**config.mk**
```make
export PLATFORM = sky130hd
export DESIGN_NAME = score_keeper
export DESIGN_NICKNAME = d
export VERILOG_FILES = /design/src/rtl/score_keeper_pkg.sv /design/src/rtl/score_keeper_bcd_updown_counter.sv /design/src/rtl/score_keeper.sv
export SDC_FILE = /design/constraint.sdc
export NUM_CORES = 1
export LEC_CHECK = 0
export ABC_AREA = 1
export BUFFER_PORTS_ARGS = -buffer_cell sky130_fd_sc_hd__clkbuf_2
export CAP_MARGIN = 20
export CORE_ASPECT_RATIO = 1.2
export CORE_MARGIN = 2
export CORE_UTILIZATION = 50
export CTS_CLUSTER_DIAMETER = 60
export DETAILED_ROUTE_END_ITERATION = 7
export MAX_ROUTING_LAYER = met4
export PLACE_DENSITY = 0.8
export SKIP_LAST_GASP = 1
export SYNTH_ARGS = -nofsm -noshare
export SYNTH_HDL_FRONTEND = slang
export SYNTH_SLANG_ARGS = --single-unit
```
**constraint.sdc**
```tcl
create_clock -name clk_1khz -period 2.65 [get_ports clk_1khz]
set_clock_uncertainty 0.15 [all_clocks]
set_input_delay 0.6625 -clock clk_1khz [delete_from_list [all_inputs] [get_ports clk_1khz]]
set_output_delay 0.6625 -clock clk_1khz [all_outputs]
set_load 0.05 [all_outputs]
```
**src/rtl/score_keeper_pkg.sv**
```systemverilog
// Shared types and constants for the two-player score keeper.
package scoreboard_pkg;

   localparam int DIGIT_W = 4;   // one BCD digit
   localparam int BIN_W   = 7;   // binary mirror of a 0..99 score

   typedef enum logic {
      PLAY      = 1'b0,
      GAME_OVER = 1'b1
   } state_e;

   localparam logic [1:0] WIN_NONE = 2'b00;
   localparam logic [1:0] WIN_P1   = 2'b01;
   localparam logic [1:0] WIN_P2   = 2'b10;

endpackage

```
**src/rtl/score_keeper_bcd_updown_counter.sv**
```systemverilog
// Two-digit BCD up/down counter with a binary mirror used for comparisons.
// Saturates at 0 and MAX_SCORE; clr_i has priority. The caller guarantees
// inc_i and dec_i are never both high.
module bcd_updown_counter
   import scoreboard_pkg::*;
#(
   parameter int MAX_SCORE = 99
) (
   input  logic               clk_i,
   input  logic               rst_i,
   input  logic               inc_i,
   input  logic               dec_i,
   input  logic               clr_i,
   output logic [DIGIT_W-1:0] tens_o,
   output logic [DIGIT_W-1:0] ones_o,
   output logic [BIN_W-1:0]   bin_o,
   output logic               changed_o
);

   localparam logic [BIN_W-1:0] MAX_B = BIN_W'(MAX_SCORE);

   logic [DIGIT_W-1:0] tens_q, tens_d, ones_q, ones_d;
   logic [BIN_W-1:0]   bin_q, bin_d;

   // Next score: clear, saturating increment with carry, saturating decrement with borrow.
   always_comb begin
      tens_d = tens_q;
      ones_d = ones_q;
      bin_d  = bin_q;
      if (clr_i) begin
         tens_d = '0;
         ones_d = '0;
         bin_d  = '0;
      end else if (inc_i && (bin_q < MAX_B)) begin
         bin_d = bin_q + 7'd1;
         if (ones_q == 4'd9) begin
            ones_d = 4'd0;
            tens_d = tens_q + 4'd1;
         end else begin
            ones_d = ones_q + 4'd1;
         end
      end else if (dec_i && (bin_q != '0)) begin
         bin_d = bin_q - 7'd1;
         if (ones_q == 4'd0) begin
            ones_d = 4'd9;
            tens_d = tens_q - 4'd1;
         end else begin
            ones_d = ones_q - 4'd1;
         end
      end
   end

   // Score registers.
   always_ff @(posedge clk_i) begin
      if (rst_i) begin
         tens_q <= '0;
         ones_q <= '0;
         bin_q  <= '0;
      end else begin
         tens_q <= tens_d;
         ones_q <= ones_d;
         bin_q  <= bin_d;
      end
   end

   assign tens_o    = tens_q;
   assign ones_o    = ones_q;
   assign bin_o     = bin_q;
   assign changed_o = (bin_d != bin_q);

endmodule

```
**src/rtl/score_keeper.sv**
```systemverilog
// Two-player score keeper: edge-detects button events, keeps BCD scores,
// and latches a winner under win-by-margin rules until a new game.
module score_keeper
   import scoreboard_pkg::*;
#(
   parameter int MAX_SCORE  = 99,
   parameter int WIN_SCORE  = 11,
   parameter int WIN_MARGIN = 2,
   parameter int ENABLE_WIN = 1
) (
   input  logic               clk_1khz,
   input  logic               rst_i,
   input  logic               p1_up_i,
   input  logic               p1_down_i,
   input  logic               p2_up_i,
   input  logic               p2_down_i,
   input  logic               new_game_i,
   output logic [DIGIT_W-1:0] p1_tens_o,
   output logic [DIGIT_W-1:0] p1_ones_o,
   output logic [DIGIT_W-1:0] p2_tens_o,
   output logic [DIGIT_W-1:0] p2_ones_o,
   output logic [1:0]         winner_o,
   output logic               game_over_o,
   output logic               score_changed_o
);

   localparam logic [BIN_W-1:0] WIN_B    = BIN_W'(WIN_SCORE);
   localparam logic [BIN_W-1:0] MARGIN_B = BIN_W'(WIN_MARGIN);

   // bit order: p1_up, p1_down, p2_up, p2_down, new_game
   logic [4:0]       in_vec, hist_q, rise;
   logic             ng, play;
   logic             p1_inc, p1_dec, p2_inc, p2_dec;
   logic             p1_chg, p2_chg;
   logic [BIN_W-1:0] p1_bin, p2_bin;
   logic             win1, win2;
   state_e           state_q, state_d;
   logic [1:0]       winner_q, winner_d;
   logic             changed_q;

   assign in_vec = {new_game_i, p2_down_i, p2_up_i, p1_down_i, p1_up_i};
   assign rise   = in_vec & ~hist_q;

   // One history flop per input for rising-edge detection.
   always_ff @(posedge clk_1khz) begin
      if (rst_i) hist_q <= '0;
      else       hist_q <= in_vec;
   end

   // Up is only honoured in PLAY; simultaneous up+down for one player cancels.
   assign ng     = rise[4];
   assign play   = (state_q == PLAY);
   assign p1_inc = rise[0] & ~rise[1] & play;
   assign p1_dec = rise[1] & ~rise[0];
   assign p2_inc = rise[2] & ~rise[3] & play;
   assign p2_dec = rise[3] & ~rise[2];

   bcd_updown_counter #(.MAX_SCORE(MAX_SCORE)) u_p1 (
      .clk_i(clk_1khz), .rst_i(rst_i), .inc_i(p1_inc), .dec_i(p1_dec), .clr_i(ng),
      .tens_o(p1_tens_o), .ones_o(p1_ones_o), .bin_o(p1_bin), .changed_o(p1_chg)
   );

   bcd_updown_counter #(.MAX_SCORE(MAX_SCORE)) u_p2 (
      .clk_i(clk_1khz), .rst_i(rst_i), .inc_i(p2_inc), .dec_i(p2_dec), .clr_i(ng),
      .tens_o(p2_tens_o), .ones_o(p2_ones_o), .bin_o(p2_bin), .changed_o(p2_chg)
   );

   // Win test on registered scores; the compare guards the unsigned subtraction.
   assign win1 = (p1_bin >= WIN_B) && (p1_bin >= p2_bin) && ((p1_bin - p2_bin) >= MARGIN_B);
   assign win2 = (p2_bin >= WIN_B) && (p2_bin >= p1_bin) && ((p2_bin - p1_bin) >= MARGIN_B);

   // Game FSM: enter GAME_OVER on a win, fall back to PLAY when a correction removes it.
   always_comb begin
      state_d  = state_q;
      winner_d = winner_q;
      if (ng || (ENABLE_WIN == 0)) begin
         state_d  = PLAY;
         winner_d = WIN_NONE;
      end else begin
         case (state_q)
            PLAY: begin
               if (win1) begin
                  state_d  = GAME_OVER;
                  winner_d = WIN_P1;
               end else if (win2) begin
                  state_d  = GAME_OVER;
                  winner_d = WIN_P2;
               end
            end
            GAME_OVER: begin
               if (win1) begin
                  winner_d = WIN_P1;
               end else if (win2) begin
                  winner_d = WIN_P2;
               end else begin
                  state_d  = PLAY;
                  winner_d = WIN_NONE;
               end
            end
            default: begin
               state_d  = PLAY;
               winner_d = WIN_NONE;
            end
         endcase
      end
   end

   // FSM state, winner and the score-changed pulse.
   always_ff @(posedge clk_1khz) begin
      if (rst_i) begin
         state_q   <= PLAY;
         winner_q  <= WIN_NONE;
         changed_q <= 1'b0;
      end else begin
         state_q   <= state_d;
         winner_q  <= winner_d;
         changed_q <= p1_chg | p2_chg;
      end
   end

   assign winner_o        = winner_q;
   assign game_over_o     = (state_q == GAME_OVER);
   assign score_changed_o = changed_q;

   // Margin >= 1 makes a double win impossible.
   a_no_double_win: assert property (@(posedge clk_1khz) disable iff (rst_i) winner_q != 2'b11);

endmodule

```
Word level (Yosys, flattened, before mapping)
Index checks and enable logic that the tools add are counted.
Operators by class
  mux-type cells: 29
  reductions and logical operators: 19
  equality and inequality tests: 7
  bitwise gates (word level): 14
  add/subtract/negate cells: 14
  magnitude comparators: 8
Operator list (number)
  4-bit 2-to-1 mux: 16
  7-bit 2-to-1 mux: 6
  4-bit by 1-bit adder with 4-bit output, second input constant: 4
  4-bit by 1-bit subtractor with 4-bit output, second input constant: 4
  7-bit by 1-bit adder with 7-bit output, second input constant: 2
  7-bit by 2-bit >= comparator with 1-bit output, second input constant: 2
  7-bit by 4-bit >= comparator with 1-bit output, second input constant: 2
  7-bit >= comparator: 2
  7-bit less-than comparator, second input constant: 2
  7-bit != test: 2
  7-bit nonzero test: 2
  7-bit by 1-bit subtractor with 7-bit output, second input constant: 2
  7-bit subtractor: 2
  4-bit == test, second input constant: 2
  1-bit logical AND: 8
  4-bit logical NOT: 2
  2-bit 2-to-1 mux: 4
  2-bit nonzero test: 4
  1-bit bitwise AND: 6
  3-bit AND reduction: 2
  5-bit bitwise AND: 1
  1-bit NOT: 5
  5-bit NOT: 1
  2-bit != test, second input constant: 2
  5 further kinds: 6
Word-level totals
  word-level logic and storage cells: 101
  output and inout bits: 20
  bits of input ports: 7
  bits in registers: 39

Longest topological paths before layout
Gate-level depths: netlist of run 1.
  word-level depth: 10
  depth in mapped cells: 15

By module
From an unflattened synthesis of run 1, not the netlist that was laid out.
Second synthesis, totals
  cell total of the unflattened synthesis: 557
  area, all modules: 3429.5 um^2
Modules (own cells, without submodules)
  bcd_updown_counter: area each 1158.6 um^2, times used 2, cells an instance 186
  score_keeper: area each 1112.3 um^2, times used 1, cells an instance 185

Worst setup path before layout of run 1
No wires, ideal clock.
  path kind: in2reg
  start: input p2_down_i
  end: register u_p2.tens_q[3] (netlist: u_p2.tens_o[3])
  data required time: 2.356 ns
  arrival: 2.122 ns
  library setup time: 0.144 ns
  slack: 0.234 ns
  stages: 12
  cell sequence: nand2_1 nand2_1 nor2_1 nand2_4 buf_6 ha_1 a21oi_1 o21ai_0 xnor2_1 nor2_2 o21ai_1 a21oi_1
On the way
  cells in the longest elaborated chain, start to end: 7
  elaborated cells on any way between the ends: 12
  those cells by class: 1 x eq/ne; 1 x mux; 5 x bitwise; 5 x reduce/logical
Ends and longest elaborated chain
  start: declaration: line score_keeper.sv:16  | input logic p2_down_i,
  5-bit bitwise AND *: line score_keeper.sv:42  | assign rise = in_vec & ~hist_q;
  1-bit NOT: line score_keeper.sv:55  | assign p2_inc = rise[2] & ~rise[3] & play;
  1-bit bitwise AND (2 in series): line score_keeper.sv:55
  1-bit logical AND: line score_keeper_bcd_updown_counter.sv:34  | end else if (inc_i && (bin_q < MAX_B)) begin
  2-bit != test (no source line) / 2-bit nonzero test (equally long branches)
  3-bit AND reduction (no source line)
  end signal: assignment: line score_keeper_bcd_updown_counter.sv:60  | tens_q <= tens_d;
  end: declaration: line score_keeper_bcd_updown_counter.sv:22  | logic [DIGIT_W-1:0] tens_q, tens_d, ones_q, ones_d;
Every way passes the cells marked *; elsewhere a longest branch is shown, timed or not.
A chain may end at the register's enable or synchronous reset.

Final worst setup path of run 1
  start: register u_p1.bin_q[5] (netlist: u_p1.bin_o[5])
  end: register winner_q[0] (netlist: winner_o[0])
On the way
  cells in the longest elaborated chain, start to end: 5
  elaborated cells on any way between the ends: 15
  those cells by class: 2 x add/sub; 5 x order compare; 1 x eq/ne; 3 x mux; 4 x reduce/logical
Ends and longest elaborated chain
  start: declaration: line score_keeper_bcd_updown_counter.sv:23  | logic [BIN_W-1:0] bin_q, bin_d;
  start signal: assignment: line score_keeper_bcd_updown_counter.sv:62  | bin_q <= bin_d;
  7-bit subtractor (tied with other cells): line score_keeper.sv:69  | assign win1 = (p1_bin >= WIN_B) && (p1_bin >= p2_bin) && ((p1_bin - p2_bin) >= MARGIN_B);
  7-bit by 2-bit >= comparator with 1-bit output / 1-bit logical AND (equally long branches): line score_keeper.sv:69
  1-bit logical AND: line score_keeper.sv:69
  2-bit 2-to-1 mux, on equally long branches: line score_keeper.sv:91, score_keeper.sv:82
  2-bit case mux with 2 select lines: line score_keeper.sv:80  | case (state_q)
  end signal: assignment: line score_keeper.sv:116  | winner_q <= winner_d;
  end: declaration: line score_keeper.sv:38  | logic [1:0] winner_q, winner_d;
Parallel ways exist; a longest one is shown, timed or not.

==> results.md, run 1 <==
* Simple-gate share of the synthesized area at between 30% and 40%
* Main combinational cell family by area after synthesis: simple AND/OR/NAND/NOR gates
* Dpl hpwl at around 5700 µm
* CP startpoint kind: flip-flop
* Fin crit share at between 80 and 90%
* Mapped Nets at roughly 480
* # resized after CTS at 0
* Slew Limit Fails at 0
* Utilization after layout at 57.1%
* RSZ-0062 raised after global routing: no
* Clock-pin slew on the worst setup and hold paths at ~0.080 ns
* Crit. End Element: flip-flop
* I/O pins at 27
* Metal-1 WL at between 3000 and 4000 µm
* Worst setup margin at 0.312 ns
* Crit path to: winner_o[0]
* Layout cells sized above 1 at roughly 17%
* CP required at 2.72 ns
* Max-cap check violation count at 0
* R2r worst-path depth at 11
* Detail Route Antenna Nets at 0
* Mux cell area share after synthesis at 0%
* CTS tree: built
* CTS Buffer Depth at 2
* GRT Total Usage at 23.6%
* CTS Buf Count at 5
* Slew HR at between 60 and 70%
* Gr ovfl total at 0
* Clk sink count at 39
* Area Growth Syn to Fin at 11.7%
* Dpl ws at roughly 0.11 ns
* Pwr Total at 1.90 mW
* Ant. Diodes at 0
* Critical Path Slowest Stage Cell: dfxtp_1
* Worst-Skew Late Latency at 0.30 ns
* Worst flop-to-flop path startpoint: u_p1.bin_o[5]
* Critical R2R Capture: winner_o[0]
* Initial DRC count at about 150
* Mapped Cells at between 400 and 500
* Synthesized flop and latch total at 39
* Uppermost layer routed: met4
* Routed vias/inst at roughly 5.3
* Synthesized area per cell at approximately 6.8 µm²
* H-tree levels at 2
* Adder-cell area share of the yosys netlist at 12.5%
* Min cycle time layout at between 2 and 2.5 ns
* Hold Slack at 0.307 ns
* Root Driver: clkbuf_8
* First-pass GRT wire length at between 10000 and 15000 µm
* Crit path from: u_p1.bin_o[5]
* Drt total wl at around 7300 µm
* Setup TNS at 0 ns
* Initial antenna violation count at 0
* Peak VDD IR at around 400 µV
* Met3 WL at about 390 µm
* Post-layout nets at a little over 500
* Met2 WL post-DR at approximately 3600 µm
* Bufs and invs on worst path at 1
* Sequence of cells on the critical path: inv_1 -> ha_1 -> nand2_1 -> nor2_1 -> nand2_1 -> nand3_1 -> xnor2_1 -> nand3_1 -> nand2_1 -> nand2_1 -> a21oi_1
* Synth Area in Compound Gates at roughly 16%
* FF-to-FF setup slack at roughly 0.31 ns
* Filler instances at 572
* Vias in the first global route at approximately 2700
* Xor and xnor area share after synthesis at 3.73%
* Mapped Area at a little over 3000 µm²
* Die Wd at around 75 µm
* First drt pass iteration count at 5
* # Post-CTS Setup Buffers at 0
* Row cnt at 31
* Starting Density at between 50 and 60%
* Worst path depth at 11
* Core box area at roughly 6000 µm²
* DIE AREA at between 6000 and 7000 µm²
* Post-DR wirelength/cell at roughly 13 µm
* Die Height at 89.6 µm
* Synth unique cells at between 40 and 50
* Final Hold Fails at 0
* Power density cells at approximately 560 nW/µm²
* Yosys Warn Count at 0
* Type of the tightest min-delay check: flip-flop to flip-flop
* Fmax at ~430 MHz
* Pin count of the biggest net entering global routing at 14
* Sequential fraction of the synthesis area at 25.6%
* Critical Path Max Stage Delay at 0.48 ns
* CP top delay family: simple AND/OR/NAND/NOR gates
* Hold Buf Count CTS at 0
* Slew of the pin with the lowest slew margin at 0.464 ns
* Port Buffers at 26
* CP max FO at 8
* Leak Pwr at 1.69 nW
* Worst EP arrival at around 2.4 ns
* Status: finished, final reports clean
* Final setup viols at 0
* Most frequent CP cell: nand2_1
* Via count at about 3000
* Drc violations at 0
* Placer Congestion at 0.994
* Worst Path Class, Setup: flip-flop to flip-flop
[flip-flops by register name (all words and copies together), names as in the netlist]
register	cells
u_p1.ones_o	4
u_p2.tens_o	4
hist_q	5
u_p2.ones_o	4
u_p2.bin_o	7
score_changed_o	1
u_p1.bin_o	7
winner_o	2
game_over_o	1
u_p1.tens_o	4
[how the worst min path moves through the flow]
stage | from | to | slack, ns | cells after the start
2_1_floorplan | u_p2.bin_o[5] | u_p2.bin_o[5] | 0.32 | 1
3_3_place_gp | u_p1.tens_o[3] | u_p1.tens_o[3] | 0.29 | 1
3_5_place_dp | u_p1.tens_o[3] | u_p1.tens_o[3] | 0.30 | 1
4_1_cts | u_p1.tens_o[3] | u_p1.tens_o[3] | 0.31 | 1
5_1_grt | u_p1.tens_o[3] | u_p1.tens_o[3] | 0.35 | 1
6_report | u_p1.tens_o[3] | u_p1.tens_o[3] | 0.31 | 1
[Yosys cell counts, drive strengths merged]
library cell / n / area, µm²
a211oi: 2 / 15.0
a21boi: 1 / 11.3
a21oi: 37 / 189
a22oi: 1 / 7.51
a31oi: 3 / 18.8
a32oi: 1 / 8.76
buf: 5 / 48.8
clkbuf: 4 / 15.0
clkinv: 1 / 3.75
dfxtp: 39 / 781
fa: 4 / 80.1
ha: 24 / 300
inv: 70 / 268
nand2: 101 / 434
nand3: 37 / 210
nand3b: 1 / 7.51
nand4: 6 / 43.8
nor2: 48 / 205
nor3: 5 / 25.0
nor3b: 1 / 7.51
o211ai: 3 / 22.5
o21ai: 33 / 169
o21bai: 2 / 18.8
o22ai: 3 / 18.8
o311ai: 2 / 17.5
or2: 2 / 12.5
xnor2: 6 / 52.6
xor2: 7 / 61.3
[area by class of cell]
cell class | instances | area [µm²] | area share (%)
multi-input cells | 330 | 1940 | 56.8
flip-flops and latches | 39 | 781 | 22.9
inverters | 71 | 272 | 7.96
repair buffers | 33 | 183 | 5.36
well taps | 82 | 103 | 3.01
clock buffers | 5 | 68.8 | 2.02
clock inverters | 3 | 67.6 | 1.98
[per-stage QoR]
step	instance area [µm²]	std cells
after detailed placement	3270	555
after global placement	3270	555
after global routing	3410	563
after CTS	3410	563
final	3410	563
after floorplan	3050	449
[metal layers]
layer | vias up | GRT usage, %
met2 | 99 | 39.9
met4 | 0 | 10.8
met1 | 1340 | 27.1
met5 | - | -
li1 | 1522 | -
met3 | 23 | 3.68
[placed cells by master, fill, tap and decap left out, types with 13 or more instances in the layout]
cell type	netlist	final
nand2_1	85	85
inv_1	63	63
nor2_1	40	40
dfxtp_1	39	39
a21oi_1	36	36
nand3_1	32	32
clkbuf_2	0	26
o21ai_0	25	25
ha_1	24	24
nand2_2	13	13
[logic make-up (layout without fill, tap and decap cells)]
| kind of cell | Yosys count | after routing |
|---|---|---|
| adder cells (fa/ha/maj) | 28 | 28 |
| AO/OA/AOI/OAI | 88 | 88 |
| flip-flops | 39 | 39 |
| buffers and inverters | 80 | 112 |
| XOR/XNOR | 13 | 13 |
| AND/OR/NAND/NOR | 201 | 201 |
[report_power, final]
part / switching [mW] / internal (mW)
Sequential: 0.0379 / 0.620
Clock: 0.227 / 0.376
Combinational: 0.415 / 0.219
[worst register-to-register path, delay by kind of cell, from the launching register on]
family,cells,cell delay (ns)
AO/OA/AOI/OAI,1,0.13
XOR/XNOR,1,0.12
adder cells (fa/ha/maj),1,0.48
buffers and inverters,1,0.15
flip-flops,1,0.48
AND/OR/NAND/NOR,7,0.76
Note: power is estimated with default switching activity, not from simulation.
==> run 2, diff against run 1 <==
--- a/config.mk
+++ b/config.mk
@@ -9,12 +9,12 @@
 export BUFFER_PORTS_ARGS = -buffer_cell sky130_fd_sc_hd__clkbuf_2
 export CAP_MARGIN = 20
 export CORE_ASPECT_RATIO = 1.2
-export CORE_MARGIN = 2
 export CORE_UTILIZATION = 50
 export CTS_CLUSTER_DIAMETER = 60
 export DETAILED_ROUTE_END_ITERATION = 7
 export MAX_ROUTING_LAYER = met4
 export PLACE_DENSITY = 0.8
+export SETUP_SLACK_MARGIN = 0.5
 export SKIP_LAST_GASP = 1
 export SYNTH_ARGS = -nofsm -noshare
 export SYNTH_HDL_FRONTEND = slang
==> constraint.sdc (replaced) <==
create_clock -name clk_1khz -period 2.3 [get_ports clk_1khz]
set_clock_uncertainty 0.15 [all_clocks]
set_input_delay 0.575 -clock clk_1khz [delete_from_list [all_inputs] [get_ports clk_1khz]]
set_output_delay 0.575 -clock clk_1khz [all_outputs]
set_load 0.05 [all_outputs]
==> run 2 against run 1 <==
  * Maximum frequency grew 12%
  * First-iteration DRC count grew 36%
  * Global-route usage grew 2.9 points
  * Core utilization grew 12 points
  * Final cell count grew 5.5%
  * Sequential share of layout area shrank 2.7 points
  * Non-clock buffer count grew 33
  * Die area shrank 4.8%
  * Critical endpoint is now winner_o[1]
  * Largest cell class unchanged
  * Highest routed layer unchanged
==> results.md, run 2 (same netlist as run 1, synthesis figures left out) <==
* Commonest non-fill, non-tap cell in the layout: nand2_1
* Max-cap check violation count at 0
* Met3 WL at just over 400 µm
* Fin crit share at between 90% and 100%
* Initial antenna violation count at 0
* Min cycle time layout at between 2 and 2.5 ns
* Starting Density at a little over half
* DIE AREA at around 6400 µm²
* Hold Buf Count CTS at 0
* Pin count of the biggest net entering global routing at 12
* H-tree levels at 2
* Worst setup margin at 0.210 ns
* RSZ-0062 raised after global routing: yes
* Die Height at 87.6 µm
* Power density cells at 538 nW/µm²
* Metal-1 WL at 3470 µm
* Uppermost layer routed: met4
* Area Growth Syn to Fin at 30.9%
* Post-layout nets at roughly 550
* CTS Buf Count at 5
* GRT Total Usage at roughly a quarter
* Row cnt at 30
* I/O pins at 27
* CTS tree: built
* Worst-Skew Late Latency at 0.30 ns
* Final setup viols at 0
* Commonest non-fill, non-tap cells in the layout: nand2_1, inv_1, nor2_1, a21oi_1, buf_4
* Setup TNS at 0 ns
* Drt total wl at about 8800 µm
* Clk sink count at 39
* Dpl ws at 0.0678 ns
* Filler instances at 440
* CP max FO at 3
* CP required at roughly 2.4 ns
* Slew of the pin with the lowest slew margin at just under 0.5 ns
* Gr ovfl total at 0
* Port Buffers at 26
* Leak Pwr at roughly 2.0 nW
* Layout cells sized above 1 at roughly 33%
* Detail Route Antenna Nets at 0
* CTS Buffer Depth at 2
* First-pass GRT wire length at around 13000 µm
* Worst EP arrival at roughly 2.2 ns
* CP startpoint kind: flip-flop
* Fmax at approximately 480 MHz
* Initial DRC count at 210
* Peak VDD IR at between 300 and 400 µV
* Dpl hpwl at about 5700 µm
* Via count at approximately 3300
* First drt pass iteration count at 4
* Clock-pin slew on the worst setup and hold paths at roughly 0.080 ns
* Vias in the first global route at 2994
* Routed vias/inst at between 5 and 6
* Placer Congestion at ~0.91
* Worst Path Class, Setup: flip-flop to flip-flop
* Slew Limit Fails at 0
* Crit. End Element: flip-flop
* Met2 WL post-DR at 4530 µm
* Ant. Diodes at 0
* Die Wd at 73.3 µm
* Type of the tightest min-delay check: flip-flop to flip-flop
* Status: finished, final reports clean
* Final Hold Fails at 0
* Core box area at about 5800 µm²
* Drc violations at 0
* Utilization after layout at between 60% and 70%
* Slew HR at about 67%
* Root Driver: clkbuf_8
* Post-DR wirelength/cell at approximately 15 µm
-- run 2: cell types whose count changed in the layout (fill, tap and decap cells not counted), sizes merged --
cell	change
buf	+33
bufinv	-2
clkbuf	+3
clkinv	+1
clkinvlp	+1
inv	-3
-- run 2: power by group --
| part | switching (mW) | total (mW) | leakage, nW | internal (mW) |
|---|---|---|---|---|
| Combinational | 0.565 | 0.930 | 1.59 | 0.365 |
| Sequential | 0.0479 | 0.763 | 0.325 | 0.715 |
| Clock | 0.242 | 0.458 | 0.0395 | 0.216 |
-- run 2: stage by stage --
step | power (mW) | hold WS [ns] | cell area (µm²) | instances
2_1_floorplan | 1.37 | 0.305 | 3170 | 449
5_1_grt | 2.28 | 0.337 | 4000 | 594
4_1_cts | 2.04 | 0.306 | 3700 | 581
3_3_place_gp | 1.51 | 0.287 | 3410 | 557
6_report | 2.15 | 0.300 | 4000 | 594
3_5_place_dp | 1.53 | 0.293 | 3410 | 557
-- run 2: what timing repair did --
item | 4_1_cts | 5_1_grt
cloned | 0 | 1
setup buffers | 16 | 12
pin swaps | 25 | 26
gates resized for setup | 28 | 49
endpoints found under the setup margin | 17 | 28
-- run 2: worst paths after layout --
check | start | to | slack (ns) | depth (start not counted)
min reg2reg | u_p1.tens_o[3] | u_p1.tens_o[3] | 0.30 | 1
max reg2reg | u_p2.bin_o[0] | winner_o[1] | 0.21 | 11
max | u_p2.bin_o[0] | winner_o[1] | 0.21 | 11
min | u_p1.tens_o[3] | u_p1.tens_o[3] | 0.30 | 1
-- run 2: routing by layer --
metal,GRT usage (%),up-vias
met5,-,-
met1,29.6,1514
met3,3.22,37
met2,47.4,130
met4,10.5,0
li1,-,1588
-- run 2: cell type report --
class	instances	area [µm²]	share of cell area [%]
Multi-Input combinational cell	330	2220	55.7
Sequential cell	39	808	20.2
Timing Repair Buffer	66	492	12.3
Inverter	71	292	7.30
Tap cell	80	100	2.51
Clock buffer	8	80.1	2.00
-- run 2: critical path, cell delays in order, from the launching register on --
cell and delay [ns]:
dfxtp_4 0.36, buf_4 0.14, ha_1 0.16, inv_1 0.08
fa_2 0.43, nor2_1 0.13, nand3_1 0.08, nor2_1 0.10
nand2_1 0.07, o21bai_2 0.17, nand2_1 0.07, nor2_1 0.09
==> run 3, diff against run 2 <==
--- a/config.mk
+++ b/config.mk
@@ -13,7 +13,8 @@
 export CTS_CLUSTER_DIAMETER = 60
 export DETAILED_ROUTE_END_ITERATION = 7
 export MAX_ROUTING_LAYER = met4
-export PLACE_DENSITY = 0.8
+export PLACE_DENSITY = 0.82
+export RECOVER_POWER = 50
 export SETUP_SLACK_MARGIN = 0.5
 export SKIP_LAST_GASP = 1
 export SYNTH_ARGS = -nofsm -noshare
==> constraint.sdc (replaced) <==
create_clock -name clk_1khz -period 1.9 [get_ports clk_1khz]
set_clock_uncertainty 0.15 [all_clocks]
set_input_delay 0.475 -clock clk_1khz [delete_from_list [all_inputs] [get_ports clk_1khz]]
set_output_delay 0.475 -clock clk_1khz [all_outputs]
set_load 0.05 [all_outputs]
==> run 3 against run 2 <==
  * The run now fails in 5_1_grt
  * Area after synthesis unchanged
  * Synthesized cell count stayed put
==> results.md, run 3 <==
* Synth top area cells: dfxtp_1, nand2_1, ha_1
* Number of synthesized flops with an enable pin at 0
* I/O pins at 27
* Starting Density at about 53%
* Status: did not finish
* Port Buffers at 26
* Synth Area in Compound Gates at 16.3%
* CTS Buf Count at 5
* Mapped Cells at roughly 450
* Yosys Warn Count at 0
* GRT Total Usage at between 70% and 80%
* Worst endpoint after global-route timing repair: u_p1.tens_o[3]$_SDFFE_PP0P_/D
* Top-count cell post-synth: nand2_1
* Die Height at between 80 and 90 µm
* Synthesized flop and latch total at 39
* Clk sink count at 39
* H-tree levels at 2
* Dpl hpwl at between 6000 and 7000 µm
* Row cnt at 30
* Synth unique cells at 43
* Root Driver: clkbuf_8
* Mux cell area share after synthesis at 0%
* Pin count of the biggest net entering global routing at 13
* Placer Congestion at approximately 0.96
* Largest area contributor in the netlist: dfxtp_1
* Sequential fraction of the synthesis area at 25.6%
* Simple-gate share of the synthesized area at 31.0%
* Gr ovfl total at 2
* Adder-cell area share of the yosys netlist at roughly 12%
* Async S/R FF share, synth at 0%
* Stop stage: 5_1_grt
* Mapped Nets at ~480
* CTS Buffer Depth at 2
* Mapped Area at 3050 µm²
* Main combinational cell family by area after synthesis: simple AND/OR/NAND/NOR gates
* Area share of the largest cell type after synthesis at between 20 and 30%
* Top cells by count, synth: nand2_1, inv_1, nor2_1
* Worst EP kind: register input
* Die Wd at ~73 µm
* First Err: [ERROR GRT-0232] Routing congestion too high. Check the congestion heatmap in the GUI.
* Synth Flop Type: dfxtp_1
* Xor and xnor area share after synthesis at under 10%
* Synthesized area per cell at approximately 7 µm²
run 3: cell counts after synthesis:
Identical to the previous run, type by type.
run 3: metal layers:
metal  overflow  global-route usage (%)
met3          0                    48.2
met5          -                       -
met2          0                    87.8
met4          2                    70.8
met1          0                    73.4
run 3: stage by stage:
stage | setup slack [ns] | hold slack [ns] | cells | area, µm²
2_1_floorplan | -0.0936 | 0.307 | 449 | 3290
3_3_place_gp | -0.128 | 0.281 | 606 | 3900
3_5_place_dp | -0.187 | 0.289 | 606 | 3900
4_1_cts | -0.153 | 0.247 | 631 | 4690
run 3: logic make-up after synthesis:
family / Yosys count
adder cells (fa/ha/maj): 28
flip-flops: 39
AND/OR/NAND/NOR: 201
AO/OA/AOI/OAI: 88
XOR/XNOR: 13
buffers and inverters: 80
run 3: what timing repair did:
action	in CTS
gates resized for setup	122
endpoints found under the setup margin	54
hold buffers	0
setup buffers	17
pin swaps	25
cloned	0
==> run 4, diff against run 3 <==
--- a/config.mk
+++ b/config.mk
@@ -8,14 +8,10 @@
 export ABC_AREA = 1
 export BUFFER_PORTS_ARGS = -buffer_cell sky130_fd_sc_hd__clkbuf_2
 export CAP_MARGIN = 20
-export CORE_ASPECT_RATIO = 1.2
-export CORE_UTILIZATION = 50
-export CTS_CLUSTER_DIAMETER = 60
+export CORE_UTILIZATION = 35
 export DETAILED_ROUTE_END_ITERATION = 7
-export MAX_ROUTING_LAYER = met4
-export PLACE_DENSITY = 0.82
+export PLACE_DENSITY_LB_ADDON = 0.15
 export RECOVER_POWER = 50
-export SETUP_SLACK_MARGIN = 0.5
 export SKIP_LAST_GASP = 1
 export SYNTH_ARGS = -nofsm -noshare
 export SYNTH_HDL_FRONTEND = slang
==> constraint.sdc (replaced) <==
create_clock -name clk_1khz -period 2.5 [get_ports clk_1khz]
set_clock_uncertainty 0.15 [all_clocks]
set_input_delay 0.625 -clock clk_1khz [delete_from_list [all_inputs] [get_ports clk_1khz]]
set_output_delay 0.625 -clock clk_1khz [all_outputs]
set_load 0.05 [all_outputs]
==> run 4 against run 3 <==
  * The run now ends clean
==> results.md, run 4 (same netlist as run 1, synthesis figures left out) <==
* Slew of the pin with the lowest slew margin at slightly above 0.6 ns
* Hold Slack at 0.311 ns
* Starting Density at between 30% and 40%
* Fin crit share at 93.1%
* Worst Hold Path EP: u_p1.tens_o[3]
* CTS Buf Count at 5
* Hold path startpoint: u_p1.tens_o[3]
* FF-to-FF setup slack at roughly 0.17 ns
* Root Driver: clkbuf_8
* First-pass GRT wire length at between 10000 and 15000 µm
* Initial antenna violation count at 0
* CTS tree: built
* Hold path cells at 1
* Drc violations at 0
* R2r worst-path depth at 12
* Worst Path Class, Setup: flip-flop to flip-flop
* Sequence of cells on the critical path: inv_1 -> ha_1 -> inv_1 -> fa_1 -> or2_0 -> a21oi_1 -> nand3_1 -> nor2_1 -> nand3_1 -> nand2_1 -> nand2_1 -> a21oi_1
* Routed vias/inst at roughly 4.8
* Uppermost layer routed: met4
* Crit. End Element: flip-flop
* Clock-pin slew on the worst setup and hold paths at roughly 0.09 ns
* # Post-CTS Setup Buffers at 0
* Initial DRC count at ~140
* Crit path from: u_p2.bin_o[0]
* Worst flop-to-flop path startpoint: u_p2.bin_o[0]
* Metal-1 WL at slightly below 4000 µm
* Ant. Diodes at 0
* Layout cells sized above 1 at around 14%
* Post-layout nets at about 520
* Utilization after layout at approximately two fifths
* Critical R2R Capture: winner_o[0]
* CTS Buffer Depth at 2
* Core box area at about 8300 µm²
* Met3 WL at 192 µm
* Slew HR at 59.9%
* RSZ-0062 raised after global routing: no
* Die Wd at ~95 µm
* CP max FO at 4
* Peak VDD IR at 255 µV
* Slew Limit Fails at 0
* Drt total wl at roughly 7500 µm
* Row cnt at 33
* Dpl hpwl at 5860 µm
* Worst EP arrival at 2.39 ns
* Via count at 2875
* Gr ovfl total at 0
* Fmax at approximately 430 MHz
* Setup TNS at 0 ns
* GRT Total Usage at around 18%
* First drt pass iteration count at 4
* Critical Path Slowest Stage Cell: fa_1
* Type of the tightest min-delay check: flip-flop to flip-flop
* CP required at ~2.6 ns
* Status: finished, final reports clean
* CP startpoint kind: flip-flop
* Power density cells at 563 nW/µm²
* Pin count of the biggest net entering global routing at 17
* Leak Pwr at between 1.5 and 2 nW
* Vias in the first global route at roughly 2600
* Post-DR wirelength/cell at about 13 µm
* Critical Path Max Stage Delay at 0.44 ns
* Final Hold Fails at 0
* H-tree levels at 2
* Port Buffers at 26
* Min cycle time layout at between 2 and 2.5 ns
* Die Height at about 95 µm
* Area Growth Syn to Fin at 12.4%
* Final setup viols at 0
* DIE AREA at around 9100 µm²
* Placer Congestion at 0.835
* I/O pins at 27
* Commonest non-fill, non-tap cells in the layout: nand2_1, inv_1, nor2_1, dfxtp_1, a21oi_1
* Commonest non-fill, non-tap cell in the layout: nand2_1
* Worst-Skew Late Latency at approximately 0.29 ns
* Clk sink count at 39
* Met2 WL post-DR at between 3000 and 4000 µm
* Max-cap check violation count at 0
* Detail Route Antenna Nets at 0
==> run 4: report_power, final <==
part           total (mW)  internal (mW)  switching, mW
clock network       0.569          0.324          0.246
registers           0.693          0.657         0.0353
logic               0.669          0.235          0.434
==> run 4: worst max path at each step <==
stage          slack [ns]  cells after the start        endpoint
5_1_grt             0.004                     12     winner_o[0]
3_5_place_dp         0.04                     12  u_p2.tens_o[3]
4_1_cts              0.14                     11     winner_o[0]
6_report             0.17                     12     winner_o[0]
3_3_place_gp         0.06                     12  u_p2.tens_o[3]
2_1_floorplan        0.12                     12  u_p2.tens_o[3]
==> run 4: metal layers <==
metal	GRT usage [%]	vias to the layer above
met2	29.1	44
li1	-	1540
met1	24.7	1284
met4	4.23	0
met3	2.31	7
met5	0	-
==> run 4: final cells by class <==
cell class / count / area [µm²]
inverters: 71 / 272
well taps: 105 / 131
fillers: 921 / 4910
repair buffers: 40 / 210
multi-input cells: 330 / 1920
clock inverters: 2 / 35.0
flip-flops and latches: 39 / 782
clock buffers: 6 / 82.6
==> run 4: repair_timing <==
action / in CTS / in global routing
endpoints found under the setup margin: 0 / 2
resized for setup: 0 / 1
hold buffers: 0 / 0
==> run 4: metrics by stage <==
stage | cell area, µm² | worst slack (ns) | power (mW) | instances
2_1_floorplan | 3050 | 0.121 | 1.24 | 449
3_3_place_gp | 3360 | 0.0642 | 1.38 | 585
3_5_place_dp | 3360 | 0.0442 | 1.39 | 585
4_1_cts | 3470 | 0.136 | 1.96 | 593
5_1_grt | 3430 | 0.00407 | 2.06 | 593
6_report | 3430 | 0.174 | 1.93 | 593
==> run 4: critical path, delay by kind of cell, from the launching register on <==
| kind | cells | cell delay [ns] |
|---|---|---|
| simple gates | 6 | 0.66 |
| compound gates | 2 | 0.28 |
| fa+ha+maj | 2 | 0.60 |
| flops | 1 | 0.37 |
| buf+inv | 2 | 0.17 |
